**config.mk**
```make
export PLATFORM = sky130hd
export DESIGN_NAME = pred_check_rx
export DESIGN_NICKNAME = d
export VERILOG_FILES = /design/src/rtl/pred_check_rx.sv
export SDC_FILE = /design/constraint.sdc
export NUM_CORES = 1
export LEC_CHECK = 0
export ABC_AREA = 0
export CAP_MARGIN = 5
export CORE_MARGIN = 5
export CORE_UTILIZATION = 25
export CTS_BUF_LIST = sky130_fd_sc_hd__clkbuf_8
export DETAILED_ROUTE_END_ITERATION = 12
export DONT_BUFFER_PORTS = 1
export PLACE_DENSITY = 0.49
export SYNTH_ARGS = -nofsm -noshare
export SYNTH_HDL_FRONTEND = slang
export SYNTH_SLANG_ARGS = --single-unit
```
**constraint.sdc**
```tcl
create_clock -name clk -period 1.5 [get_ports clk]
set_input_delay 0.15 -clock clk [delete_from_list [all_inputs] [get_ports clk]]
set_output_delay 0.15 -clock clk [all_outputs]
set_load 0.005 [all_outputs]
```
**src/rtl/pred_check_rx.sv**
```systemverilog
// Receive-side checker for a parity-predicting adder: registers each accepted word, flags
// parity mismatches, counts them (saturating) and halts intake once the error threshold is hit.
module pred_check_rx #(
    parameter int unsigned DW     = 3,
    parameter int unsigned CW     = 8,
    parameter int unsigned THRESH = 4
) (
    input  logic          clk,
    input  logic          rst,
    input  logic          in_valid,
    output logic          in_ready,
    input  logic [DW-1:0] in_data,
    input  logic          in_par,
    output logic          out_valid,
    input  logic          out_ready,
    output logic [DW-1:0] out_data,
    output logic          out_err,
    input  logic          clear,
    output logic          err_sticky,
    output logic [CW-1:0] err_cnt,
    output logic          halted
);

    typedef enum logic [1:0] {StRun, StDegraded, StHalt} state_e;

    localparam logic [CW-1:0] CntMax = {CW{1'b1}};
    localparam logic [CW-1:0] Thresh = CW'(THRESH);

    state_e        state_q, state_d;
    logic [CW-1:0] cnt_q, cnt_d, cnt_base;
    logic          sticky_q, sticky_d;
    logic          valid_q, valid_d;
    logic [DW-1:0] data_q, data_d;
    logic          err_q, err_d;
    logic          accept;
    logic          mismatch;

    always_comb begin
        in_ready = !rst && (state_q != StHalt) && (!valid_q || out_ready);
        accept   = in_valid && in_ready;
        mismatch = ^{in_data, in_par};

        // Clear takes effect first so a coincident error is counted from zero.
        state_d  = clear ? StRun : state_q;
        cnt_base = clear ? '0 : cnt_q;
        sticky_d = clear ? 1'b0 : sticky_q;
        cnt_d    = cnt_base;

        if (accept && mismatch) begin
            cnt_d    = (cnt_base == CntMax) ? cnt_base : cnt_base + 1'b1;
            sticky_d = 1'b1;
            state_d  = (cnt_d >= Thresh) ? StHalt : StDegraded;
        end

        valid_d = valid_q;
        data_d  = data_q;
        err_d   = err_q;
        if (accept) begin
            valid_d = 1'b1;
            data_d  = in_data;
            err_d   = mismatch;
        end else if (out_ready) begin
            valid_d = 1'b0;
        end
    end

    always_ff @(posedge clk or posedge rst) begin
        if (rst) begin
            state_q  <= StRun;
            cnt_q    <= '0;
            sticky_q <= 1'b0;
            valid_q  <= 1'b0;
            data_q   <= '0;
            err_q    <= 1'b0;
        end else begin
            state_q  <= state_d;
            cnt_q    <= cnt_d;
            sticky_q <= sticky_d;
            valid_q  <= valid_d;
            data_q   <= data_d;
            err_q    <= err_d;
        end
    end

    assign out_valid  = valid_q;
    assign out_data   = data_q;
    assign out_err    = err_q;
    assign err_sticky = sticky_q;
    assign err_cnt    = cnt_q;
    assign halted     = (state_q == StHalt);

endmodule

```
==> impl_results.md, run 1 <==
- Initial antenna violation count: 0
- Ports: 25
- Tot GR Track Use: 9.80%
- H-tree Lvls: 1
- CTS clk-pin slew, worst paths: 0.07 ns
- Max-cap violation count: 0
- Largest net degree at the start of global routing: 12
- Worst Skew: 0.000937 ns
- Hold Path Class: input pin to flip-flop
- Synth-to-layout area growth: 35.3%
- DRT iter0 DRCs: 31
- Slew Limit Fails: 0
- Yosys top cell area share: 47.6%
- Die area: 4620 um^2
- Final Critical Period: 1.46 ns
- Seq cells post-synth: 16
- Via density: 4.86
- Hold Startpoint: in_data[2]
- Critical Path End Type: flip-flop
- Final antenna diode count: 0
- Syn_nets: 97
- # fillers: 329
- Wire per inst: 14.1 um
- CP Data Required Time: 1.68 ns
- Chip width: 68.0 um
- Detailed Place HPWL: 1.66 mm
- DR pass1 iterations: 4
- Cell row count: 21
- Setup_tns: 0 ns
- Worst-path fanout max: 3
- Initial Util: 25.6%
- Slew HR: 78.8%
- Pleak: 0.494 nW
- Maximum VDD drop: 0.000274 V
- Status: finished clean
- Worst setup path startpoint: state_q[1]
- Final number of setup-violating endpoints: 0
- Yosys cell types: 34
- R2r startpoint: state_q[1]
- Mapped cell area: 841 um^2
- Core Box Area: 3280 um^2
- Port bufs: 0
- Synthesis warning total: 0
- Mapped Cells: 88
- Register area share after synthesis: 47.6%
- Crit share post-route: 97.0%
- Critical path arrival: 1.64 ns
- Routed WL: 2.16 mm
- Skew-Pair Late Insertion Delay: 0.25 ns
- Setup WS post-layout: 0.0446 ns
- CTS tree: built
- Hold Fails Final Rpt: 0
- Worst Tran Pin Value: 0.316 ns
- Critical Path Source Type: flip-flop
- Vias in the first global route: 751
- Avg Cell Area, Syn: 9.55 um^2
- Storage cell area: 400 um^2
- CP Class: flip-flop to flip-flop
- Via count: 744
- Pwr per Cell Area: 905 nW/um^2
- Final nets: 117
- ANT nets after route: 0
- Chip height: 68.0 um
- Max clock buf depth: 2
- Tot Pwr: 1.03 mW
- DRC viols: 0
- RSZ-0062 raised after global routing: true
- GR Overflow Total: 0
- CTS sink cnt: 16
- Share of cells above drive strength 1: 32.7%
- Dpl ws: 0.00339 ns
- First-pass GRT wire length: 3.44 mm
- Routability cong.: 0.801
- Yosys top cell by area: dfrtp_1
- Fmax: 687 MHz
- Area contributors post-synth: dfrtp_1 48%, mux2_2 4.0%, nand2_1 3.1%
- Clock buffer count from CTS: 3
- Area occupied by multi-input gates: 462 um^2
- Root Driver: clkbuf_8
timing repair:
item,4_1_cts,5_1_grt
hold buffers,2,0
resized for setup,2,10
buffers inserted,0,2
setup endpoints to repair,1,7
pin swaps,0,5
endpoints found under the hold margin,22,0
power by group:
part / total [mW] / switching [mW] / internal (mW)
clock: 0.388 / 0.155 / 0.233
sequential: 0.495 / 0.0264 / 0.468
combinational: 0.147 / 0.0695 / 0.0773
metal layers:
metal	share of wire [%]	vias to the layer above	global-route usage [%]
met5	0	-	0
met4	1.7	0	4.47
met3	4.8	4	2.46
met2	54	12	16.5
met1	40	370	11.6
li1	-	358	-
final timing paths:
check | slack, ns | endpoint | depth (start not counted)
min in group asynchronous | 0.29 | state_q[1] | 2
setup / recovery | 0.04 | err_cnt[2] | 5
setup reg to reg | 0.04 | err_cnt[2] | 5
hold / removal | 0.05 | out_data[2] | 1
max in group asynchronous | 0.76 | err_cnt[5] | 3
hold reg to reg | 0.51 | out_err | 2
worst max-delay path, stage by stage, from the launching register on:
cell and delay [ns]:
dfrtp_1 0.40, nand2b_4 0.08, and3_4 0.20, nand3_4 0.07, or4_4 0.52, a21oi_2 0.12
Yosys cell counts:
cell type  count
o21ai_1        2
or3_1          1
mux2_1         1
nand4_1        3
or4_1          1
nand3b_1       2
and2_1         1
nand3_1        4
nor3_1         4
dfrtp_1       16
nor2b_1        1
a21oi_1        3
o31ai_1        1
nor2b_2        1
buf_2          1
and3_1         3
mux2_2         3
nand2b_1       2
clkbuf_1       1
o41ai_1        2
xor2_1         2
a31oi_1        1
a21o_1         1
and4b_1        1
nor2_1         6
xnor2_1        3
inv_1          4
a41oi_1        1
buf_4          1
o21ai_0        5
a31o_2         1
nor3b_1        1
nand2_1        7
and2b_1        1
registers in the layout, summed over array words and instances, names as in the netlist:
signal,count
err_cnt,8
err_sticky,1
out_data,3
out_err,1
out_valid,1
state_q,2
cell type report:
| cell class | count | area share (%) |
|---|---|---|
| clock buffer | 4 | 4.84 |
| timing repair buffer | 18 | 12.7 |
| sequential | 16 | 35.2 |
| inverter | 4 | 1.65 |
| tap | 46 | 5.06 |
| multi-input combinational | 65 | 40.6 |
layout by cell type, fill, tap and decap left out, types with 3 or more instances in the layout:
master | netlist | final
xnor2_1 | 3 | 3
buf_4 | 1 | 15
nand4_1 | 3 | 3
nand2_1 | 7 | 7
mux2_2 | 3 | 3
nor2_1 | 6 | 5
inv_1 | 4 | 3
o21ai_0 | 5 | 4
nand3_1 | 4 | 3
nor3_1 | 4 | 4
dfrtp_1 | 16 | 16
clkbuf_8 | 0 | 4
o21ai_1 | 2 | 3
cell families after synthesis:
family	after synthesis	share of synthesized area [%]
compound gates	17	12.6
xor+xnor	5	5.21
buf+inv	7	3.72
flops	16	47.6
mux	4	5.36
simple gates	39	25.4
through the flow:
step	util, %	area [um^2]	instances	hold WS (ns)
6_report	34.6	1140	153	0.0465
5_1_grt	34.6	1140	153	0.0378
4_1_cts	32.8	1080	151	0.0441
3_5_place_dp	30.2	991	145	-0.0572
3_3_place_gp	30.2	991	145	-0.0602
2_1_floorplan	-	845	88	-0.0158
Power figures use the tool's default switching activity.
==> run 2, diff against run 1 <==
--- a/config.mk
+++ b/config.mk
@@ -6,7 +6,6 @@
 export NUM_CORES = 1
 export LEC_CHECK = 0
 export ABC_AREA = 0
-export CAP_MARGIN = 5
 export CORE_MARGIN = 5
 export CORE_UTILIZATION = 25
 export CTS_BUF_LIST = sky130_fd_sc_hd__clkbuf_8
==> results of run 2 <==
The final DEF is identical to that of run 1; final timing and power are the same.
